--- config.mk ---
export PLATFORM = sky130hd
export DESIGN_NAME = bist_response_analyzer
export DESIGN_NICKNAME = d
export VERILOG_FILES = /design/src/rtl/bist_pkg.sv /design/src/rtl/bist_misr.sv /design/src/rtl/bist_response_analyzer.sv
export SDC_FILE = /design/constraint.sdc
export NUM_CORES = 1
export LEC_CHECK = 0
export ABC_AREA = 1
export BUFFER_PORTS_ARGS = -buffer_cell sky130_fd_sc_hd__buf_2
export CAP_MARGIN = 0
export CORE_MARGIN = 2
export CORE_UTILIZATION = 62
export DETAILED_ROUTE_END_ITERATION = 6
export GPL_TIMING_DRIVEN = 0
export PLACE_DENSITY = 0.9
export SLEW_MARGIN = 30
export SYNTH_ARGS = -nofsm -noshare
export SYNTH_HDL_FRONTEND = slang
export SYNTH_SLANG_ARGS = --single-unit
--- constraint.sdc ---
create_clock -name clk -period 3.2 [get_ports clk]
set_clock_uncertainty 0.2 [all_clocks]
set_input_delay 0.32 -clock clk [delete_from_list [all_inputs] [get_ports clk]]
set_output_delay 0.32 -clock clk [all_outputs]
set_load 0.05 [all_outputs]
--- src/rtl/bist_pkg.sv ---
// Shared definitions for the BIST response analyzer: FSM states, default constants and the
// MISR step function used by both the RTL and the reference model.
package bist_pkg;

    typedef enum logic [1:0] {
        StIdle    = 2'd0,
        StArmed   = 2'd1,
        StCompact = 2'd2,
        StDone    = 2'd3
    } bra_state_e;

    localparam logic [15:0] DEF_POLY   = 16'h1021;
    localparam logic [15:0] DEF_GOLDEN = 16'hA5C3;

    // One MISR step on a sig_w-bit register (sig_w <= 32); d must already fit in sig_w bits.
    function automatic logic [31:0] misr_next(input logic [31:0] s, input logic [31:0] d,
                                              input logic [31:0] poly,
                                              input int unsigned sig_w);
        logic [31:0] mask;
        logic [31:0] r;
        mask = (sig_w >= 32) ? 32'hFFFF_FFFF : ((32'd1 << sig_w) - 32'd1);
        r    = (s << 1) & mask;
        if (((s >> (sig_w - 1)) & 32'd1) != 32'd0) begin
            r = r ^ (poly & mask);
        end
        return (r ^ d) & mask;
    endfunction

endpackage

--- src/rtl/bist_misr.sv ---
// Multiple-input signature register: load has priority over compaction, reset reloads SEED.
module bist_misr
    import bist_pkg::*;
#(
    parameter int unsigned      DATA_W = 8,
    parameter int unsigned      SIG_W  = 16,
    parameter logic [SIG_W-1:0] POLY   = SIG_W'(DEF_POLY),
    parameter logic [SIG_W-1:0] SEED   = {SIG_W{1'b1}}
) (
    input  logic              clk,
    input  logic              reset,
    input  logic              load,
    input  logic              en,
    input  logic [DATA_W-1:0] d,
    output logic [SIG_W-1:0]  sig
);

    logic [SIG_W-1:0] sig_q;
    logic [SIG_W-1:0] sig_d;

    always_comb begin
        sig_d = sig_q;
        if (load) begin
            sig_d = SEED;
        end else if (en) begin
            sig_d = SIG_W'(misr_next(32'(sig_q), 32'(d), 32'(POLY), SIG_W));
        end
    end

    always_ff @(posedge clk) begin
        if (reset) begin
            sig_q <= SEED;
        end else begin
            sig_q <= sig_d;
        end
    end

    assign sig = sig_q;

endmodule

--- src/rtl/bist_response_analyzer.sv ---
// BIST response analyzer: compacts CUT outputs into a MISR and registers a pass/fail verdict.
// Define BRA_SIG_READBACK_EN to expose the live signature and capture count as sig_out/cnt_out.
module bist_response_analyzer
    import bist_pkg::*;
#(
    parameter int unsigned      DATA_W = 8,
    parameter int unsigned      SIG_W  = 16,
    parameter logic [SIG_W-1:0] POLY   = SIG_W'(DEF_POLY),
    parameter logic [SIG_W-1:0] SEED   = {SIG_W{1'b1}},
    parameter logic [SIG_W-1:0] GOLDEN = SIG_W'(DEF_GOLDEN),
    parameter int unsigned      NCLOCK = 650
) (
    input  logic              clk,
    input  logic              reset,
    input  logic              init,
    input  logic              running,
    input  logic              finish,
    input  logic [DATA_W-1:0] cut_out,
    output logic              result_valid,
    output logic              pass_fail,
    output logic              count_err
`ifdef BRA_SIG_READBACK_EN
    ,
    output logic [SIG_W-1:0]           sig_out,
    output logic [$clog2(NCLOCK)+1:0]  cnt_out
`endif
);

    // Two spare bits so a saturated count can never equal NCLOCK.
    localparam int unsigned      CNT_W      = $clog2(NCLOCK) + 2;
    localparam logic [CNT_W-1:0] CNT_TARGET = CNT_W'(NCLOCK);
    localparam logic [CNT_W-1:0] CNT_ONE    = CNT_W'(1);

    bra_state_e       state_q, state_d;
    logic [CNT_W-1:0] cnt_q, cnt_d;
    logic             result_valid_q, result_valid_d;
    logic             pass_fail_q, pass_fail_d;
    logic             count_err_q, count_err_d;
    logic             capture;
    logic             active;
    logic [SIG_W-1:0] sig;

    assign active = (state_q == StArmed) || (state_q == StCompact);

    always_comb begin
        state_d        = state_q;
        cnt_d          = cnt_q;
        result_valid_d = result_valid_q;
        pass_fail_d    = pass_fail_q;
        count_err_d    = count_err_q;
        capture        = 1'b0;
        if (init) begin
            state_d        = StArmed;
            cnt_d          = '0;
            result_valid_d = 1'b0;
            pass_fail_d    = 1'b0;
            count_err_d    = 1'b0;
        end else if (active && finish) begin
            count_err_d    = (cnt_q != CNT_TARGET);
            pass_fail_d    = (sig == GOLDEN) && (cnt_q == CNT_TARGET);
            result_valid_d = 1'b1;
            state_d        = StDone;
        end else if (active && running) begin
            capture = 1'b1;
            if (cnt_q != {CNT_W{1'b1}}) begin
                cnt_d = cnt_q + CNT_ONE;
            end
            state_d = StCompact;
        end
    end

    always_ff @(posedge clk) begin
        if (reset) begin
            state_q        <= StIdle;
            cnt_q          <= '0;
            result_valid_q <= 1'b0;
            pass_fail_q    <= 1'b0;
            count_err_q    <= 1'b0;
        end else begin
            state_q        <= state_d;
            cnt_q          <= cnt_d;
            result_valid_q <= result_valid_d;
            pass_fail_q    <= pass_fail_d;
            count_err_q    <= count_err_d;
        end
    end

    bist_misr #(
        .DATA_W(DATA_W),
        .SIG_W (SIG_W),
        .POLY  (POLY),
        .SEED  (SEED)
    ) u_misr (
        .clk  (clk),
        .reset(reset),
        .load (init),
        .en   (capture),
        .d    (cut_out),
        .sig  (sig)
    );

    assign result_valid = result_valid_q;
    assign pass_fail    = pass_fail_q;
    assign count_err    = count_err_q;

`ifdef BRA_SIG_READBACK_EN
    assign sig_out = sig;
    assign cnt_out = cnt_q;
`endif

endmodule

==> results of run 1 <==
==> kinds of logic (layout without fill, tap and decap cells) <==
logic type	count (synthesis)	count (layout)	synth area share, %
AO/OA/AOI/OAI	40	40	12.46
AND/OR/NAND/NOR	124	124	33.31
flip-flops	33	33	39.17
XOR/XNOR	9	9	4.674
adder cells (fa/ha/maj)	2	2	1.483
buffers and inverters	34	58	8.902
==> path summary, 6_finish.rpt <==
path               from       endpoint
max               reset  u_misr.sig[7]
min          cut_out[6]  u_misr.sig[6]
max reg2reg    cnt_q[1]       cnt_q[5]
min reg2reg   pass_fail      pass_fail
==> cell usage in the layout (no fill, tap or decap) <==
cell type	instances
a21oi_1	25
a31o_2	1
a31oi_1	1
buf_2	16
buf_4	1
buf_6	1
bufinv_16	2
clkbuf_1	1
clkbuf_4	5
clkbuf_8	1
clkinv_2	1
dfxtp_1	33
dlygate4sd3_1	1
ha_1	2
inv_1	27
inv_2	2
nand2_1	60
nand2_2	3
nand3_1	12
nand3_2	5
nand4_1	1
nand4_4	1
nor2_1	36
nor2_2	2
nor2_4	2
nor3_1	2
o211ai_1	1
o21a_1	1
o21ai_0	10
o21ai_1	1
xor2_1	9
==> final cells by class <==
class	count	area, um^2
Multi-Input combinational cell	175	875.8
Buffer	5	41.29
Timing Repair Buffer	16	85.08
Tap cell	30	37.54
Inverter	29	108.9
Clock inverter	3	65.06
Fill cell	196	610.6
Sequential cell	33	660.6
Clock buffer	5	37.54
==> flip-flops by register name, summed over array words and instances, names as in the netlist <==
register,count
cnt_q,12
count_err,1
state_q,2
u_misr.sig,16
result_valid,1
pass_fail,1
==> cells in the mapped netlist <==
cell type / n
nand2_2: 3
a31oi_1: 1
inv_2: 2
a31o_2: 1
ha_1: 2
nand3_2: 5
inv_1: 27
xor2_1: 9
buf_2: 1
nor2_2: 2
o21ai_1: 1
nor2_1: 36
buf_4: 1
nor3_1: 2
o211ai_1: 1
nand4_4: 1
buf_6: 1
o21ai_0: 10
nand2_1: 60
a21oi_1: 25
nor2_4: 2
nand4_1: 1
clkbuf_8: 1
clkbuf_1: 1
dfxtp_1: 33
nand3_1: 12
o21a_1: 1
==> per-layer routing <==
metal  global-route usage (%)  up-vias
li1                         -      810
met5                        0        -
met1                    31.64      701
met2                    37.31       36
met4                    8.503        0
met3                    6.279        6
==> power by group <==
part,switching (mW),total (mW),internal [mW]
Combinational,0.0438,0.0691,0.0253
Clock,0.154,0.396,0.242
Sequential,0.00654,0.426,0.419
==> worst max-delay path: stages <==
cell and delay (ns):
dlygate4sd3_1 0.53, buf_2 0.13, nor2_1 0.36, inv_2 0.19, buf_2 0.24, a21oi_1 0.16
nand2_1 0.07
==> what timing repair did <==
action / 4_1_cts / 5_1_grt
buffers inserted: 0 / 0
gates resized for setup: 0 / 0
endpoints found under the setup margin: 0 / 0
hold buffers: 1 / 0
endpoints found under the hold margin: 1 / 0
==> metrics by stage <==
| step | instance area, um^2 | power, mW | util, % | setup slack (ns) |
|---|---|---|---|---|
| finish | 1912 | 0.8914 | 75.79 | 1.262 |
| global route | 1912 | 0.9211 | 75.79 | 1.186 |
| CTS | 1912 | 0.8948 | 75.79 | 1.293 |
| detailed placement | 1799 | 0.5025 | 71.33 | 1.433 |
| global placement | 1799 | 0.5002 | 71.33 | 1.481 |
| floorplan | 1687 | 0.4806 | - | 1.658 |
==> impl_metrics.yaml, run 1 <==
grt:
  grt_pass1_wl_mm: 5.989
  grt-ovfl-total: 0
  antenna_found_initial: 0
  grt_usage_pct: 23.84
  grt_pass1_vias: 1419
  grt_max_degree: 12
drt:
  wl_met2_mm: 1.603
  wl_per_cell_um: 11.69
  first_pass_iters: 4
  first_iter_violations: 83
  top_layer_used: "met4"
  vias_per_cell: 5.247
  wl_mm: 3.459
  drc_errors: 0
  antenna_left: 0
  vias: 1553
  wl_met1_mm: 1.620
  dr_wl_met3_um: 186
yosys:
  synth_area_um2: 1687
  yosys-top-cells-area: "dfxtp_1 (39%), nand2_1 (13%), nor2_1 (8.0%), a21oi_1 (7.4%), inv_1 (6.0%)"
  avgSynthCellArea_um2: 6.969
  synth_fp_nets: 257
  yosys_register_bits: 33
  synth_cells: 242
  synth_top_area_share_pct: 39.17
  yosysSeqAreaShare_pct: 39.17
  yosysTopAreaCell: "dfxtp_1"
  yosysUniqueCellTypes: 27
  ys_warn_count: 0
clock_tree:
  path_clk_slew_ns: 0.11
  htreeDepth: 2
  clock-sinks: 33
  cts_tree: "yes"
  clockRootBuffer: "clkbuf_4"
  numCtsBuffers: 5
  cts.path.max_buffers: 2
  clock_latency_ns: 0.35
sta:
  timing.hold.ws_ns: 0.03033
  finalSetupViolCount: 0
  timing.slew.headroom_pct: 69.00
  worst_pin_slew_ns: 0.4650
  hold_viol_final: 0
  drv_slew: 0
  fin_setup_tns_ns: 0
  fmax_ghz: 0.5161
  rsz0062_at_grt: "false"
  post-route-period-util_pct: 60.55
  period_needed_ns: 1.938
power:
  p_leak_nw: 0.8049
  power_density_nw_per_um2: 466.2
  peakVddDrop_mv: 0.5188
critical_path:
  crit_path_end_kind: "flop"
  required_ns: 3.25
  cp_max_fo: 10
  arrival_ns: 1.99
  path_class: "primary input to flop"
  r2r_cells: 7
  r2r_slack_ns: 1.49
  startpoint_type: "primary input"
job:
  cap_violations: 0
placement:
  io_buffer_count: 15
  dp.cells: 287
  place_congestion: 0.8486
  hpwl_mm: 2.448
min_path:
  min_delay_path_depth: 4
  hp-class: "primary input to flop"
layout:
  antenna_cells: 0
  drive_gt1_share_pct: 16.17
  fin_cells: 296
  areaGrowthSynthToFinish_pct: 13.35
  final_nets: 280
outcome:
  outcome: "complete, no violations"
die:
  rows: 18
  die_w_um: 56.16
  die_h_um: 56.16
  io_pins: 16
  start_util_pct: 66.87
  dieArea_um2: 3153
  coreArea_um2: 2522
Power figures use the tool's default switching activity.
==> run 2, diff against run 1 <==
--- a/config.mk
+++ b/config.mk
@@ -9,10 +9,10 @@
 export BUFFER_PORTS_ARGS = -buffer_cell sky130_fd_sc_hd__buf_2
 export CAP_MARGIN = 0
 export CORE_MARGIN = 2
-export CORE_UTILIZATION = 62
+export CORE_UTILIZATION = 58
 export DETAILED_ROUTE_END_ITERATION = 6
 export GPL_TIMING_DRIVEN = 0
-export PLACE_DENSITY = 0.9
+export PLACE_DENSITY = 0.85
 export SLEW_MARGIN = 30
 export SYNTH_ARGS = -nofsm -noshare
 export SYNTH_HDL_FRONTEND = slang
==> constraint.sdc (replaced) <==
create_clock -name clk -period 2.02 [get_ports clk]
set_clock_uncertainty 0.2 [all_clocks]
set_input_delay 0.202 -clock clk [delete_from_list [all_inputs] [get_ports clk]]
set_output_delay 0.202 -clock clk [all_outputs]
set_load 0.05 [all_outputs]
==> impl_metrics.yaml, run 2 (synthesis gave the netlist of run 1 again) <==
grt:
  antenna_found_initial: 0
  grt_usage_pct: 23.33
  top_usage_layer: "met2"
  grt_pass1_wl_mm: 5.975
  grt_use_met1_pct: 29.54
  grt_max_degree: 12
  met2_usage_pct: 38.80
  met3_usage_pct: 4.911
  grt_pass1_vias: 1390
  grt-ovfl-total: 0
sta:
  fin_setup_tns_ns: 0
  period_needed_ns: 1.852
  fmax_ghz: 0.5399
  rsz0062_at_grt: "false"
  finalSetupViolCount: 0
  drv_slew: 0
  post-route-period-util_pct: 91.69
  timing.slew.headroom_pct: 69.78
  hold_viol_final: 0
  worst_pin_slew_ns: 0.4533
power:
  p_clk_share_pct: 31.4
  total_power_mw: 1.165
  seq_power_share_pct: 57.9
  switchingPower_mw: 0.3178
  switching_share_pct: 27.28
  peakVddDrop_mv: 0.6210
  power_density_nw_per_um2: 595.7
  p_leak_nw: 0.8183
  internal-power_mw: 0.8472
  combPwrFrac_pct: 10.6
critical_path:
  max_stage_delay_ns: 0.55
  path_class: "primary input to flop"
  startpoint: "reset"
  required_ns: 2.04
  r2r_cells: 7
  startpoint_type: "primary input"
  cp_max_fo: 10
  arrival_ns: 1.87
  crit_path_end_kind: "flop"
  crit_slowest_cell: "dlygate4sd3_1"
  rr_startpoint: "cnt_q[1]"
  endpoint: "u_misr.sig[3]"
  crit_top_cell: "buf_2"
  crit_chain: "dlygate4sd3_1, buf_2, nor2_1, inv_2, buf_2, a21oi_1, nand2_1"
  r2r_slack_ns: 0.31
  crit-reg2reg-capture: "cnt_q[10]"
min_path:
  hp-class: "primary input to flop"
  min_from: "init"
layout:
  final_common_cell: "nand2_1"
  largest_register_ff_count: 16
  nFillCells: 241
  areaGrowthSynthToFinish_pct: 15.95
  antenna_cells: 0
  mostFrequentLayoutCells: "nand2_1 (60), nor2_1 (36), dfxtp_1 (33)"
  final_nets: 289
  drive_gt1_share_pct: 15.64
drt:
  wl_mm: 3.549
  antenna_left: 0
  drc_errors: 0
  vias: 1595
  wl_per_cell_um: 11.60
  vias_per_cell: 5.212
  first_iter_violations: 84
  first_pass_iters: 4
clock_tree:
  clockRootBuffer: "clkbuf_4"
  post_cts_resized: 0
  cts_tree: "yes"
  cts.path.max_buffers: 2
  clock_latency_ns: 0.33
  post_cts_buffers: 0
  numCtsBuffers: 5
  clock-sinks: 33
  htreeDepth: 2
  ctsHoldBuffers: 10
  path_clk_slew_ns: 0.12
placement:
  place_congestion: 0.8530
  io_buffer_count: 15
  hpwl_mm: 2.414
die:
  start_util_pct: 61.16
  die_h_um: 57.93
  coreArea_um2: 2758
  io_pins: 16
  rows: 19
  die_w_um: 57.93
  dieArea_um2: 3355
job:
  cap_violations: 0
outcome:
  outcome: "complete, no violations"
-- run 2: cell type report --
type	instances	area, um^2	area share [%]
clock inverters	3	17.52	0.8957
inverters	29	108.9	5.566
repair buffers	25	175.2	8.957
clock buffers	5	37.54	1.919
plain buffers	5	41.29	2.111
multi-input cells	175	875.8	44.79
flip-flops and latches	33	660.6	33.78
well taps	31	38.79	1.983
-- run 2: how the worst min path moves through the flow --
stage | slack [ns] | end | cells after the start
after floorplan | 0.15 | state_q[0] | 2
after global placement | 0.24 | result_valid | 1
after detailed placement | 0.25 | u_misr.sig[14] | 2
after CTS | 0.03 | state_q[0] | 4
after global routing | 0.04 | state_q[0] | 4
final | 0.04 | state_q[0] | 4
-- run 2: routing by layer --
layer | vias to the layer above | routed length, um
met4 | 0 | 69
li1 | 831 | -
met2 | 43 | 1680
met1 | 714 | 1636
met3 | 7 | 162
met5 | - | 0
-- run 2: critical path: cells and delay by family --
family,cells,cell delay [ns]
AND/OR/NAND/NOR,2,0.41
AO/OA/AOI/OAI,1,0.18
buffers and inverters,4,1.08
-- run 2: stage by stage --
stage                     setup slack, ns  std cells  hold slack [ns]  area [um^2]  util [%]
after floorplan                    0.4783        242           0.1482         1687         -
after global placement             0.3357        288           0.2431         1800     65.29
after detailed placement           0.3060        288           0.2473         1800     65.29
after CTS                          0.2431        306          0.02687         1956     70.92
after global routing               0.1252        306          0.04180         1956     70.92
final                              0.1679        306          0.03647         1956     70.92
-- run 2: power by group through the flow --
stage | Clock (mW) | Combinational, mW | Sequential (mW)
2_1_floorplan | 0 | 0.0682 | 0.693
3_3_place_gp | 0 | 0.104 | 0.689
3_5_place_dp | 0 | 0.107 | 0.689
4_1_cts | 0.379 | 0.122 | 0.674
5_1_grt | 0.410 | 0.138 | 0.677
6_report | 0.366 | 0.124 | 0.675
